[src/rtl/vga_timing_gen.sv]
// Raster timing generator: pixel/line counters with aligned sync, blank and strobe outputs.
// Every output is registered and is decoded from the position that is loaded on the same edge.
module vga_timing_gen #(
  parameter int H_ACTIVE = 640,
  parameter int H_FP     = 16,
  parameter int H_SYNC   = 96,
  parameter int H_BP     = 48,
  parameter int V_ACTIVE = 480,
  parameter int V_FP     = 10,
  parameter int V_SYNC   = 2,
  parameter int V_BP     = 33
) (
  input  logic        vga_clk,
  input  logic        reset,
  input  logic        ce,
  output logic [9:0]  DrawX,
  output logic [9:0]  DrawY,
  output logic        hsync,
  output logic        vsync,
  output logic        blank,
  output logic        line_start,
  output logic        frame_start,
  output logic [15:0] frame_count
);

  localparam int H_TOTAL  = H_ACTIVE + H_FP + H_SYNC + H_BP;
  localparam int V_TOTAL  = V_ACTIVE + V_FP + V_SYNC + V_BP;
  localparam int HS_START = H_ACTIVE + H_FP;
  localparam int HS_STOP  = HS_START + H_SYNC;
  localparam int VS_START = V_ACTIVE + V_FP;
  localparam int VS_STOP  = VS_START + V_SYNC;
  localparam logic [9:0] H_LAST = 10'(H_TOTAL - 1);
  localparam logic [9:0] V_LAST = 10'(V_TOTAL - 1);

  if (H_TOTAL < 1 || H_TOTAL > 1024 || V_TOTAL < 1 || V_TOTAL > 1024) begin : g_bad_timing
    $error("vga_timing_gen: H_TOTAL and V_TOTAL must lie in 1..1024");
  end

  typedef enum logic [0:0] {
    IDLE = 1'b0,
    RUN  = 1'b1
  } state_t;

  state_t      state_r;
  state_t      state_s;
  logic [9:0]  x_s;
  logic [9:0]  y_s;
  logic        advance_s;
  logic        hsync_s;
  logic        vsync_s;
  logic        blank_s;
  logic        line_start_s;
  logic        frame_start_s;
  logic [15:0] frame_count_s;

  // Half-open window test [lo, hi) on a counter value.
  function automatic logic in_window(input logic [9:0] pos, input int lo, input int hi);
    return (int'(pos) >= lo) && (int'(pos) < hi);
  endfunction

  // State register.
  always_ff @(posedge vga_clk) begin
    if (reset) begin
      state_r <= IDLE;
    end else begin
      state_r <= state_s;
    end
  end

  // Next state, next position and the outputs decoded from that position.
  always_comb begin
    state_s       = state_r;
    x_s           = DrawX;
    y_s           = DrawY;
    advance_s     = 1'b0;
    frame_count_s = frame_count;
    hsync_s       = hsync;
    vsync_s       = vsync;
    blank_s       = blank;
    line_start_s  = 1'b0;
    frame_start_s = 1'b0;

    case (state_r)
      IDLE: begin
        state_s   = RUN;
        x_s       = 10'd0;
        y_s       = 10'd0;
        advance_s = 1'b1;
      end
      RUN: begin
        if (ce) begin
          advance_s = 1'b1;
          if (DrawX == H_LAST) begin
            x_s = 10'd0;
            if (DrawY == V_LAST) begin
              y_s           = 10'd0;
              frame_count_s = frame_count + 16'd1;
            end else begin
              y_s = DrawY + 10'd1;
            end
          end else begin
            x_s = DrawX + 10'd1;
          end
        end else begin
          advance_s = 1'b0;
        end
      end
      default: begin
        state_s = IDLE;
      end
    endcase

    // Held clocks keep sync/blank but never repeat a strobe.
    if (advance_s) begin
      hsync_s       = !in_window(x_s, HS_START, HS_STOP);
      vsync_s       = !in_window(y_s, VS_START, VS_STOP);
      blank_s       = in_window(x_s, 0, H_ACTIVE) && in_window(y_s, 0, V_ACTIVE);
      line_start_s  = (x_s == 10'd0);
      frame_start_s = (x_s == 10'd0) && (y_s == 10'd0);
    end else begin
      line_start_s  = 1'b0;
      frame_start_s = 1'b0;
    end
  end

  // Output registers.
  always_ff @(posedge vga_clk) begin
    if (reset) begin
      DrawX       <= 10'd0;
      DrawY       <= 10'd0;
      hsync       <= 1'b1;
      vsync       <= 1'b1;
      blank       <= 1'b0;
      line_start  <= 1'b0;
      frame_start <= 1'b0;
      frame_count <= 16'd0;
    end else begin
      DrawX       <= x_s;
      DrawY       <= y_s;
      hsync       <= hsync_s;
      vsync       <= vsync_s;
      blank       <= blank_s;
      line_start  <= line_start_s;
      frame_start <= frame_start_s;
      frame_count <= frame_count_s;
    end
  end

endmodule
[config.mk]
export PLATFORM = sky130hd
export DESIGN_NAME = vga_timing_gen
export DESIGN_NICKNAME = d
export VERILOG_FILES = /design/src/rtl/vga_timing_gen.sv
export SDC_FILE = /design/constraint.sdc
export NUM_CORES = 1
export LEC_CHECK = 0
export BUFFER_PORTS_ARGS = -buffer_cell sky130_fd_sc_hd__buf_2
export CORE_UTILIZATION = 35
export DETAILED_ROUTE_END_ITERATION = 8
export PLACE_DENSITY = 0.55
export REMOVE_ABC_BUFFERS = 1
export SLEW_MARGIN = 40
export SYNTH_ARGS = -nofsm -noshare
export SYNTH_HDL_FRONTEND = slang
export SYNTH_SLANG_ARGS = --single-unit
[constraint.sdc]
create_clock -name vga_clk -period 4.31 [get_ports vga_clk]
set_input_delay 0.2155 -clock vga_clk [delete_from_list [all_inputs] [get_ports vga_clk]]
set_output_delay 0.2155 -clock vga_clk [all_outputs]
set_load 0.02 [all_outputs]
==> out/qor.yml <==
run_status:
  status: "finished clean"
clock_network:
  post_cts_buffers: 0
  numCtsBuffers: 5
  clk_pin_slew_worst_paths_ps: 100
  cts_hold_buf: 0
  root_buffer: "clkbuf_8"
  worstSkewPairLatency_ps: 310
  post_cts_resized: 0
  clock_sinks: 42
  cts_tree: "done"
  clock_path_buffers: 2
  htreeDepth: 2
sta:
  timing.fmax_mhz: 384
  rsz0062_at_grt: "false"
  worst_pin_slew_ps: 679
  finalHoldViolations: 0
  max-slew-margin-rel_pct: 54.3
  fin_hold_ws_ps: 342
  final-max-slew-violation-count: 0
  fin_crit_ps: 2600
  setup_violations: 0
  skew_ps: 15.4
  setup_tns_ps: 0
  finalCritPeriodShare_pct: 60.4
critical_path:
  startpoint_type: "register"
  worst-setup-path-type: "reg -> reg"
  crit_path_max_fanout: 10
  crit_required_ps: 4490
  crit_path_end_kind: "register"
  r2r-end: "vsync"
  rr_worst_depth: 7
  r2r_setup_slack_ps: 1710
  arrival_ps: 2780
  r2r-start: "DrawX[0]"
layout:
  finalNetCount: 325
  fin_util_pct: 42.1
  instances_no_fill: 396
  antenna_cells: 0
  stdcell_area_mm2: 0.00268
  drive_above_1_share_pct: 19.1
  seq_area_um2: 841
  multi_input_area_mm2: 0.00138
  num-fill-cells: 656
  syn_to_final_growth_pct: 15.7
synth:
  synth_edf_count: 0
  ys_types: 49
  ys.flop_type: "dfxtp_1"
  synthTopCellsByCount: "dfxtp_1 (42), nor2_1 (41), nand2_1 (17)"
  ys_seq_elements: 42
  syn_area_per_cell_um2: 8.20
  synth_most_common_cell: "dfxtp_1"
  syn_area_mm2: 0.00231
  synth_top_area_share_pct: 36.4
  ys_seq_area_share_pct: 36.4
  synthTopCellsByArea: "dfxtp_1 (36%), nor2_1 (6.7%), xnor2_1 (5.3%), nand4_1 (3.0%), a21oi_1 (2.8%)"
  yosysWarnings: 0
  syn_inst: 282
  synth_top_cell_by_area: "dfxtp_1"
  synth_async_sr_flop_share_pct: 0
grt:
  overflow: 0
  grt_pass1_vias: 2063
  grt_use_total_pct: 17.3
  grt_pass1_wl_um: 9880
  grt_max_degree: 31
  antenna_found_initial: 0
placement:
  io_buffer_count: 43
  placed_area_mm2: 0.00256
  dp_cells: 388
  dp_hpwl_um: 4160
  gp_congestion: 0.894
job:
  max-cap-violations: 0
pwr:
  powerDensity_mw_per_mm2: 280
  ir_worst_vdd_mv: 0.179
  leakagePower_uw: 0.000967
routing:
  drtAntennaViolNets: 0
  wl_per_cell_um: 14.4
  routed_wl_um: 5710
  dr.pass1.iters: 4
  drtIter0Drc: 79
  viasPerCell: 5.42
  drc: 0
  vias: 2148
worst_hold_path:
  holdPathEnd: "DrawX[1]"
  hold_start: "ce"
  hp-class: "in -> reg"
  hold_depth: 3
floorplan:
  die-height_um: 83.3
  dieArea_mm2: 0.00694
  start_util_pct: 36.4
  rows: 29
  coreArea_mm2: 0.00635
  die_w_um: 83.3
  ios: 44
==> metrics by stage <==
step	setup slack (ps)	power, uW
2_1_floorplan	2020	418
3_3_place_gp	1780	432
3_5_place_dp	1720	432
4_1_cts	1700	755
5_1_grt	1410	773
6_report	1710	750
==> area by class of cell <==
class,count,area share [%]
clock buffers,5,2.57
clock inverters,3,1.64
inverters,9,1.26
multi-input cells,217,51.4
flip-flops and latches,42,31.4
well taps,77,3.60
repair buffers,43,8.04
==> placed cells by master (no fill, tap or decap), drive strengths merged, types with 5 or more instances in the layout <==
cell type / Yosys / layout
nor3: 12 / 12
nor4: 12 / 12
dfxtp: 42 / 42
a21oi: 13 / 13
nor2: 41 / 41
o21a: 5 / 5
nand2: 18 / 18
and4: 5 / 5
xnor2: 14 / 14
inv: 9 / 10
xor2: 6 / 6
and3: 5 / 5
o21ai: 10 / 10
nand2b: 5 / 5
buf: 5 / 43
nand3: 13 / 13
clkbuf: 9 / 5
nand4: 12 / 12
==> where the power goes <==
part	switching [uW]	internal (uW)	leakage [uW]	total, uW
registers	3.76	391	0.000340	394
logic	20.5	7.82	0.000568	28.3
clock network	153	174	0.0000585	327
total	177	572	0.000967	750
==> metal layers <==
metal / global-route usage, % / vias to the layer above / part of all wire, %
li1: - / 1090 / -
met1: 22.2 / 991 / 47
met2: 28.5 / 55 / 46
met3: 3.68 / 12 / 4.7
met4: 6.74 / 0 / 2.2
met5: 0 / - / 0
==> state kept, by name (all words and copies together), names as in the netlist <==
| signal | cells |
|---|---|
| vsync | 1 |
| DrawX | 10 |
| line_start | 1 |
| hsync | 1 |
| frame_count | 16 |
| state_r | 1 |
| frame_start | 1 |
| blank | 1 |
| DrawY | 10 |
==> how the worst max path moves through the flow <==
stage	start	to	slack, ps	depth (start not counted)
3_5_place_dp	DrawX[0]	vsync	1720	7
5_1_grt	DrawX[0]	vsync	1410	7
6_report	DrawX[0]	vsync	1710	7
4_1_cts	DrawX[0]	vsync	1700	7
3_3_place_gp	DrawX[0]	vsync	1780	7
2_1_floorplan	DrawX[0]	vsync	2020	7
==> logic make-up after synthesis <==
logic type,share of synthesized area (%)
xor gates and xnor gates,7.58
adders and majority gates,2.16
AOI/OAI and AO/OA,14.0
DFF,36.4
and+or+nand+nor,35.0
muxes,0.866
buffers and inverters,4.11
==> critical path, stage by stage, from the launching register on <==
cell and delay (ps):
dfxtp_1 510, ha_1 300, and4_1 330, nand3_1 250, nor4_1 300, o21ai_0 200, nor4_1 440, a31oi_1 150
(Power assumes the default switching activity.)
